## src/rtl/diad_pkg.sv

```systemverilog
// Shared definitions for the instruction-memory loader.
//   INSTR_W / INSTR_DEPTH : instruction word width and memory depth.
//   ld_state_e            : loader FSM encoding. The bench also uses it to check states.
//   ld_state_accepts      : states in which the loader takes a stream byte.
//   ld_state_busy         : states that count as a load in progress.
package diad_pkg;

  localparam int INSTR_W     = 24;
  localparam int INSTR_DEPTH = 4096;

  typedef enum logic [3:0] {
    ST_IDLE   = 4'd0,
    ST_HDR_HI = 4'd1,
    ST_HDR_LO = 4'd2,
    ST_B2     = 4'd3,
    ST_B1     = 4'd4,
    ST_B0     = 4'd5,
    ST_WRITE  = 4'd6,
    ST_DONE   = 4'd7,
    ST_ERR    = 4'd8
  } ld_state_e;

  // The only states that consume a stream byte.
  function automatic logic ld_state_accepts(input ld_state_e st);
    logic acc;
    case (st)
      ST_HDR_HI, ST_HDR_LO, ST_B2, ST_B1, ST_B0: acc = 1'b1;
      default:                                   acc = 1'b0;
    endcase
    return acc;
  endfunction

  // Busy covers everything between start and DONE/ERR, including WRITE.
  function automatic logic ld_state_busy(input ld_state_e st);
    logic bsy;
    case (st)
      ST_HDR_HI, ST_HDR_LO, ST_B2, ST_B1, ST_B0, ST_WRITE: bsy = 1'b1;
      default:                                             bsy = 1'b0;
    endcase
    return bsy;
  endfunction

endpackage

```

## src/rtl/instr_word_asm.sv

```systemverilog
// Big-endian 24-bit word assembler.
// Keeps the two most recently accepted bytes; the assembled word is those two
// bytes followed by the byte being accepted this cycle, so the complete word is
// available in the same cycle as the third byte handshake.
//   clk      : clock
//   rst      : synchronous active-high reset (clears history)
//   clr      : synchronous clear, used at the start of every load
//   load_en  : shift byte_in into the history
//   byte_in  : incoming stream byte
//   word     : {older byte, newer byte, byte_in}
module instr_word_asm
  import diad_pkg::*;
(
  input  logic               clk,
  input  logic               rst,
  input  logic               clr,
  input  logic               load_en,
  input  logic [7:0]         byte_in,
  output logic [INSTR_W-1:0] word
);

  logic [15:0] hist_r;

  // Byte history shift register.
  always_ff @(posedge clk) begin
    if (rst) begin
      hist_r <= 16'h0000;
    end else if (clr) begin
      hist_r <= 16'h0000;
    end else if (load_en) begin
      hist_r <= {hist_r[7:0], byte_in};
    end else begin
      hist_r <= hist_r;
    end
  end

  assign word = {hist_r, byte_in};

endmodule

```

## src/rtl/instr_loader.sv

```systemverilog
// Writer side of the instruction memory.
// Receives a byte stream (16-bit big-endian word count, then that many
// big-endian 3-byte words) and issues one sequential write per word. busy is
// high for the whole load and holds the core in reset.
//   clk       : clock
//   rst       : synchronous active-high reset
//   start     : begin a load; honoured only in IDLE, DONE or ERR
//   in_data   : stream byte
//   in_valid  : in_data valid
//   in_ready  : loader takes a byte this cycle (transfer = in_valid & in_ready)
//   mem_we    : single-cycle write strobe
//   mem_addr  : write address (zero-extended word index)
//   mem_wdata : write data
//   busy      : load in progress
//   done      : last load finished OK (level, cleared by start/rst)
//   err       : word count exceeded DEPTH (level, cleared by start/rst)
module instr_loader
  import diad_pkg::*;
#(
  parameter int DATA_W = 24,
  parameter int ADDR_W = 24,
  parameter int DEPTH  = 4096,
  parameter int CNT_W  = 16
) (
  input  logic              clk,
  input  logic              rst,
  input  logic              start,
  input  logic [7:0]        in_data,
  input  logic              in_valid,
  output logic              in_ready,
  output logic              mem_we,
  output logic [ADDR_W-1:0] mem_addr,
  output logic [DATA_W-1:0] mem_wdata,
  output logic              busy,
  output logic              done,
  output logic              err
);

  ld_state_e           state_r;
  ld_state_e           state_next_s;

  logic                in_ready_r;
  logic                mem_we_r;
  logic [ADDR_W-1:0]   mem_addr_r;
  logic [DATA_W-1:0]   mem_wdata_r;
  logic                busy_r;
  logic                done_r;
  logic                err_r;

  logic [7:0]          cnt_hi_r;
  logic [CNT_W-1:0]    cnt_r;
  logic [CNT_W-1:0]    idx_r;

  logic                xfer_s;
  logic                start_ok_s;
  logic [CNT_W-1:0]    hdr_s;
  logic                hdr_too_big_s;
  logic [CNT_W-1:0]    idx_inc_s;
  logic                last_s;
  logic                asm_load_s;
  logic [DATA_W-1:0]   asm_word_s;

  // in_ready_r mirrors ld_state_accepts(state_r), so xfer_s is a true handshake.
  assign xfer_s        = in_valid & in_ready_r;
  assign start_ok_s    = start & ((state_r == ST_IDLE) | (state_r == ST_DONE) | (state_r == ST_ERR));
  // Full header as it completes on the HDR_LO transfer.
  assign hdr_s         = {cnt_hi_r, in_data};
  assign hdr_too_big_s = (32'(hdr_s) > 32'(DEPTH));
  assign idx_inc_s     = idx_r + {{(CNT_W-1){1'b0}}, 1'b1};
  assign last_s        = (idx_inc_s == cnt_r);
  assign asm_load_s    = xfer_s & ((state_r == ST_B2) | (state_r == ST_B1) | (state_r == ST_B0));

  instr_word_asm u_asm (
    .clk     (clk),
    .rst     (rst),
    .clr     (start_ok_s),
    .load_en (asm_load_s),
    .byte_in (in_data),
    .word    (asm_word_s)
  );

  // FSM state register.
  always_ff @(posedge clk) begin
    if (rst) begin
      state_r <= ST_IDLE;
    end else begin
      state_r <= state_next_s;
    end
  end

  // FSM next-state logic; byte states advance only on a transfer.
  always_comb begin
    state_next_s = state_r;
    case (state_r)
      ST_IDLE, ST_DONE, ST_ERR: begin
        if (start) begin
          state_next_s = ST_HDR_HI;
        end else begin
          state_next_s = state_r;
        end
      end
      ST_HDR_HI: begin
        if (xfer_s) begin
          state_next_s = ST_HDR_LO;
        end else begin
          state_next_s = state_r;
        end
      end
      ST_HDR_LO: begin
        if (!xfer_s) begin
          state_next_s = state_r;
        end else if (hdr_s == {CNT_W{1'b0}}) begin
          state_next_s = ST_DONE;
        end else if (hdr_too_big_s) begin
          state_next_s = ST_ERR;
        end else begin
          state_next_s = ST_B2;
        end
      end
      ST_B2: begin
        if (xfer_s) begin
          state_next_s = ST_B1;
        end else begin
          state_next_s = state_r;
        end
      end
      ST_B1: begin
        if (xfer_s) begin
          state_next_s = ST_B0;
        end else begin
          state_next_s = state_r;
        end
      end
      ST_B0: begin
        if (xfer_s) begin
          state_next_s = ST_WRITE;
        end else begin
          state_next_s = state_r;
        end
      end
      ST_WRITE: begin
        if (last_s) begin
          state_next_s = ST_DONE;
        end else begin
          state_next_s = ST_B2;
        end
      end
      default: begin
        state_next_s = ST_IDLE;
      end
    endcase
  end

  // Status outputs registered from the next state so they line up with state_r.
  always_ff @(posedge clk) begin
    if (rst) begin
      in_ready_r <= 1'b0;
      busy_r     <= 1'b0;
      done_r     <= 1'b0;
      err_r      <= 1'b0;
      mem_we_r   <= 1'b0;
    end else begin
      in_ready_r <= ld_state_accepts(state_next_s);
      busy_r     <= ld_state_busy(state_next_s);
      done_r     <= (state_next_s == ST_DONE);
      err_r      <= (state_next_s == ST_ERR);
      // The write strobe is high for exactly the one WRITE cycle.
      mem_we_r   <= (state_next_s == ST_WRITE);
    end
  end

  // Header capture and word index.
  always_ff @(posedge clk) begin
    if (rst) begin
      cnt_hi_r <= 8'h00;
      cnt_r    <= {CNT_W{1'b0}};
      idx_r    <= {CNT_W{1'b0}};
    end else begin
      if ((state_r == ST_HDR_HI) && xfer_s) begin
        cnt_hi_r <= in_data;
      end else begin
        cnt_hi_r <= cnt_hi_r;
      end
      if ((state_r == ST_HDR_LO) && xfer_s) begin
        cnt_r <= hdr_s;
      end else begin
        cnt_r <= cnt_r;
      end
      // Index stops at N-1 on the last word, so it never exceeds DEPTH-1.
      if (start_ok_s) begin
        idx_r <= {CNT_W{1'b0}};
      end else if ((state_r == ST_WRITE) && !last_s) begin
        idx_r <= idx_inc_s;
      end else begin
        idx_r <= idx_r;
      end
    end
  end

  // Write address/data load on the third byte and hold until the next word.
  always_ff @(posedge clk) begin
    if (rst) begin
      mem_addr_r  <= {ADDR_W{1'b0}};
      mem_wdata_r <= {DATA_W{1'b0}};
    end else if ((state_r == ST_B0) && xfer_s) begin
      mem_addr_r  <= ADDR_W'(idx_r);
      mem_wdata_r <= asm_word_s;
    end else begin
      mem_addr_r  <= mem_addr_r;
      mem_wdata_r <= mem_wdata_r;
    end
  end

  assign in_ready  = in_ready_r;
  assign mem_we    = mem_we_r;
  assign mem_addr  = mem_addr_r;
  assign mem_wdata = mem_wdata_r;
  assign busy      = busy_r;
  assign done      = done_r;
  assign err       = err_r;

endmodule
```

## config.mk

```make
export PLATFORM = sky130hd
export DESIGN_NAME = instr_loader
export DESIGN_NICKNAME = d
export VERILOG_FILES = /design/src/rtl/diad_pkg.sv /design/src/rtl/instr_word_asm.sv /design/src/rtl/instr_loader.sv
export SDC_FILE = /design/constraint.sdc
export NUM_CORES = 1
export LEC_CHECK = 0
export BUFFER_PORTS_ARGS = -buffer_cell sky130_fd_sc_hd__clkbuf_2
export CAP_MARGIN = 15
export CORE_UTILIZATION = 40
export CTS_CLUSTER_SIZE = 14
export DETAILED_ROUTE_END_ITERATION = 8
export GPL_TIMING_DRIVEN = 1
export PLACE_DENSITY = 0.64
export SLEW_MARGIN = 30
export SYNTH_ARGS = -nofsm -noshare
export SYNTH_HDL_FRONTEND = slang
export SYNTH_SLANG_ARGS = --single-unit
```

## constraint.sdc

```tcl
create_clock -name clk -period 3.5 [get_ports clk]
set_input_delay 0.35 -clock clk [delete_from_list [all_inputs] [get_ports clk]]
set_output_delay 0.35 -clock clk [all_outputs]
set_load 0.01 [all_outputs]
```

==> results.md, run 1 <==
- Layout area overhead: 12.7%
- Endpoints failing hold: 0
- Setup bufs post-CTS: 0
- Post-synth EDFFs: 0
- Die footprint: 12300 um^2
- Gr ovfl total: 0
- Synth unique cells: 57
- WP data arrival: 3230 ps
- Filler cells: 1147
- Dpl ws: 603 ps
- Commonest non-fill, non-tap cell in the layout: nand2_1
- Met1 usage: 0.239
- Crit-path max FO: 9
- Mapped cell area: 4720 um^2
- DR WL/cell: 15.1 um
- Worst Skew: 13.9 ps
- Pin count of the biggest net entering global routing: 73
- Pwr dens: 437 nW/um^2
- Fmax: 338 MHz
- Max Buffers Root-to-Sink: 2
- Flops & latches, synth: 105
- GRT Total Usage: 0.191
- Power, Total: 2.33 mW
- Setup crit start: idx_r[0]
- Total CTS buffers: 9
- Vias/cell: 5.42
- Worst-path clk slew: 80 ps
- Final Wtd Congestion: 0.807
- Final setup margin: 544 ps
- Post-synthesis mux area share: 0.0572
- Drt drc: 0
- ANT cells: 0
- Top_reg_cell synth: dfxtp_1
- HPWL after DPL: 7790 um
- Grt met2 use: 0.329
- Area of placed instances: 5010 um^2
- Insertion delay to the later sink of the worst-skew pair: 360 ps
- Core ar.: 11500 um^2
- Max IR drop VDD: 235 uV
- Vias: 4056
- Sequential share of the synthesized area: 0.445
- Adder-cell share of the synthesized area: 0.00265
- Clock root cell: clkbuf_16
- Chip Height: 111 um
- Die X: 111 um
- Worst endpoint required time: 3770 ps
- DR pass1 iterations: 5
- Cells after Synth: 568
- Unrepaired setup endpoints after global routing: no
- Hold WS: 296 ps
- Final min period: 2960 ps
- Final setup vio count: 0
- Slew Viols, Final: 0
- Final ANT Viol Nets: 0
- Kind of critical path: reg2reg
- Final setup TNS: 0 ps
- Lkg Pwr: 1.94 nW
- Synth warn: 0
- R2R Path Start: idx_r[0]
- Met3 Use GR: 0.0350
- Hold buffer count at CTS: 0
- Post-synthesis simple-gate area fraction: 0.250
- Num ports: 65
- Status: finished, final reports clean
- Crit end category: register
- Cells along the critical path: ha_1 -> and4_1 -> a21boi_1 -> or3_1 -> a311oi_1 -> nand4_1 -> and3_1 -> mux2i_1
- Inst Count DP: 732
- Design Area, Final: 5330 um^2
- Final Non-Filler Cells: 748
- 1st-iter DRT viols: 171
- Post-synthesis area per instance: 8.32 um^2
- Crit path launch type: register
- Util after Layout: 0.464
- Fin crit share: 0.845
- Slew headroom: 0.495
- H-tree levels: 3
- Tightest Pin Transition: 755 ps
- Critical Path Max Stage Delay: 520 ps
- Global-route wire length before repair: 19000 um
- Clk sinks: 105
- Hold Crit Class: in2reg
- Vias in the first global route: 3811
- Hold path start: in_data[7]
- Post-synthesis compound-gate area fraction: 0.149
- # port buffers: 56
- CP max-delay cell: dfxtp_1
- Ys async rst share: 0
- Post-Synth XOR/XNOR Area: 0.0371
- Antenna violations before repair: 0
- Share of layout cells above drive strength 1: 0.159
- Largest family of logic cells by synthesized area: simple AND/OR/NAND/NOR gates
- Most Crowded Layer GR: met2
- Max_cap viols: 0
- CTS tree: built
- Row count: 39
- Most frequent cells in the layout: nand2_1, dfxtp_1, a21oi_1, clkbuf_2, nor2_1
- Initial core utilization: 0.412
- Final net count: 613
- Post-CTS Resized: 0
- Post-Route WL: 11300 um
worst paths after layout:
kind / to / slack, ps / depth (start not counted)
hold reg to reg: mem_wdata[18] / 450 / 2
hold / removal: mem_wdata[7] / 300 / 3
setup reg to reg: idx_r[15] / 540 / 8
setup / recovery: idx_r[15] / 540 / 8
report_power, final:
group / leakage, nW / switching [mW] / internal (mW)
sequential: 0.846 / 0.00936 / 1.20
clock: 0.145 / 0.515 / 0.509
combinational: 0.945 / 0.0674 / 0.0252
total: 1.94 / 0.591 / 1.73
kinds of logic after synthesis:
| logic type | count (synthesis) |
|---|---|
| flip-flops | 105 |
| buffers and inverters | 55 |
| AO/OA/AOI/OAI | 121 |
| AND/OR/NAND/NOR | 238 |
| other | 1 |
| multiplexers | 27 |
| XOR/XNOR | 20 |
| adder cells (fa/ha/maj) | 1 |
sequential cells by signal (all words and copies together) (netlist names):
| register | cells |
|---|---|
| mem_wdata | 24 |
| cnt_r | 16 |
| idx_r | 16 |
| mem_addr | 16 |
| u_asm.hist_r | 16 |
| cnt_hi_r | 8 |
| state_r | 4 |
| busy | 1 |
| done | 1 |
| err | 1 |
| in_ready | 1 |
| mem_we | 1 |
final cells by class:
class / count / area [um^2] / area share
Multi-Input combinational cell: 415 / 2390 / 0.448
Clock buffer: 9 / 225 / 0.0423
Tap cell: 143 / 179 / 0.0336
Inverter: 7 / 26.3 / 0.00493
Clock inverter: 7 / 82.6 / 0.0155
Timing Repair Buffer: 62 / 325 / 0.0611
Sequential cell: 105 / 2100 / 0.395
synthesized netlist by cell type (5+ instances only):
master	count	area, um^2
a21oi_1	77	385
buf_2	5	25.0
buf_4	12	90.1
clkbuf_1	26	97.6
dfxtp_1	105	2100
inv_1	7	26.3
mux2i_1	27	270
nand2_1	129	484
nand2b_1	8	50.1
nand3_1	12	60.1
nand4_1	5	31.3
nor2_1	34	128
nor3_1	5	25.0
nor4_1	6	37.5
nor4_2	6	75.1
o21ai_0	8	40.0
o31ai_1	13	97.6
or4_1	10	75.1
xnor2_1	12	105
xor2_1	8	70.1
per-layer routing:
layer | routed length (um) | vias to the layer above
met1 | 4940 | 1900
met2 | 5590 | 120
met5 | 0 | -
met4 | 212 | 0
met3 | 524 | 18
li1 | - | 2018
critical path: cells and delay by family, from the launching register on:
kind | cells | cell delay (ps)
multiplexers | 1 | 170
adder cells (fa/ha/maj) | 1 | 370
AO/OA/AOI/OAI | 2 | 440
AND/OR/NAND/NOR | 4 | 1380
flip-flops | 1 | 520
Note: power is estimated with default switching activity, not from simulation.
==> run 2: changes to the inputs <==
Settings changed: PLACE_DENSITY 0.64 to 0.66.
Clock period 3.5 ns to 2.5 ns, I/O delays scaled along.
==> run 2 against run 1 <==
  * Design area up 4.0%
  * Sequential cell count unchanged
  * Hold slack lost 83 ps
  * Register-to-register slack lost 410 ps
  * Fmax grew 25%
  * Utilization increased by 1.9 points
  * Clock skew is 7.2 ps lower
  * Die area is the same
  * Sequential power increased by 40%
  * Critical endpoint is now idx_r[3]
==> results.md, run 2 (same netlist as run 1, synthesis figures left out) <==
- # port buffers: 56
- 1st-iter DRT viols: 184
- Crit end category: register
- Vias: 4135
- DR WL/cell: 15.0 um
- DR pass1 iterations: 4
- Drt drc: 0
- Max Buffers Root-to-Sink: 2
- Crit path launch type: register
- Pin count of the biggest net entering global routing: 65
- Post-Route WL: 11600 um
- Vias in the first global route: 3897
- Final setup TNS: 0 ps
- Commonest non-fill, non-tap cell in the layout: nand2_1
- Met3 WL post-DR: 462 um
- Inst Count DP: 759
- Design Area, Final: 5540 um^2
- Most frequent cells in the layout: nand2_1, dfxtp_1, a21oi_1, clkbuf_2, nor2_1
- Final ANT Viol Nets: 0
- GRT Total Usage: 0.192
- Initial core utilization: 0.412
- Highest Signal Layer: met4
- Layout area overhead: 17.3%
- Die footprint: 12300 um^2
- Final Wtd Congestion: 0.842
- Final setup vio count: 0
- Kind of critical path: reg2reg
- Row count: 39
- Tightest Pin Transition: 685 ps
- Clk sinks: 105
- Area of placed instances: 5230 um^2
- Die X: 111 um
- Vias/cell: 5.34
- Filler cells: 1120
- Max reg flops: 24
- Unrepaired setup endpoints after global routing: no
- Status: finished, final reports clean
- ANT cells: 0
- Final Non-Filler Cells: 774
- Final min period: 2370 ps
- Num ports: 65
- Endpoints failing hold: 0
- Slew Viols, Final: 0
- Lkg Pwr: 2.08 nW
- Max IR drop VDD: 339 uV
- Clock root cell: clkbuf_16
- Total CTS buffers: 9
- Pwr dens: 564 nW/um^2
- WP data arrival: 2640 ps
- Antenna violations before repair: 0
- Gr ovfl total: 0
- Met1 wire length: 5230 um
- Final net count: 640
- WL met2: 5710 um
- Worst-path clk slew: 70 ps
- Worst endpoint required time: 2770 ps
- H-tree levels: 3
- Core ar.: 11500 um^2
- Chip Height: 111 um
- Setup bufs post-CTS: 0
- Worst Skew: 6.68 ps
- Fin crit share: 0.947
- Power, Total: 3.12 mW
- Share of layout cells above drive strength 1: 0.212
- Fmax: 422 MHz
- CTS tree: built
- Global-route wire length before repair: 19200 um
- Util after Layout: 0.483
- Crit-path max FO: 8
- HPWL after DPL: 8210 um
- Hold Crit Class: in2reg
- Insertion delay to the later sink of the worst-skew pair: 340 ps
- Slew headroom: 0.543
- Max_cap viols: 0
## run 2: cell types whose count changed in the layout (fill, tap and decap cells not counted), sizes merged
| cell | change |
|---|---|
| buf | +27 |
| clkinv | +1 |
| inv | -2 |
## run 2: through the flow
stage | hold slack, ps | setup WS, ps
after floorplan | 386 | 36.8
after global placement | 443 | 77.9
after detailed placement | 446 | 52.6
after CTS | 201 | 35.9
after global routing | 214 | 9.38
final | 213 | 133
## run 2: layout make-up
cell class / instances / area, um^2 / share of cell area
Multi-Input combinational cell: 415 / 2410 / 0.435
Sequential cell: 105 / 2130 / 0.384
Timing Repair Buffer: 89 / 528 / 0.0953
Clock buffer: 9 / 225 / 0.0406
Tap cell: 143 / 179 / 0.0323
Clock inverter: 6 / 43.8 / 0.00790
Inverter: 7 / 26.3 / 0.00474
## run 2: metal layers
metal | vias up | global-route usage
met4 | 0 | 0.0880
met1 | 1958 | 0.242
met3 | 11 | 0.0284
met2 | 97 | 0.323
li1 | 2069 | -
met5 | - | 0
## run 2: worst max-delay path, stage by stage, from the launching register on
cell,delay [ps]
dfxtp_4,390
nand4_4,170
or4_1,550
o211ai_1,120
a311oi_2,70
and4_4,250
buf_4,170
or4_1,410
a21oi_1,150
## run 2: timing repair
action                     in CTS  in global routing
setup endpoints to repair       0                 19
hold buffers                    0                  0
gates resized for setup         0                 19
## run 2: worst paths after layout
kind / to / slack, ps / cells after the start / from
min: cnt_r[7] / 210 / 3 / in_data[7]
max reg2reg: idx_r[3] / 130 / 8 / idx_r[5]
min reg2reg: mem_addr[12] / 450 / 2 / mem_addr[12]
max: idx_r[3] / 130 / 8 / idx_r[5]
## run 2: power breakdown
group          switching (mW)  internal, mW
Sequential             0.0126          1.68
Clock                   0.622         0.673
Combinational          0.0979        0.0422
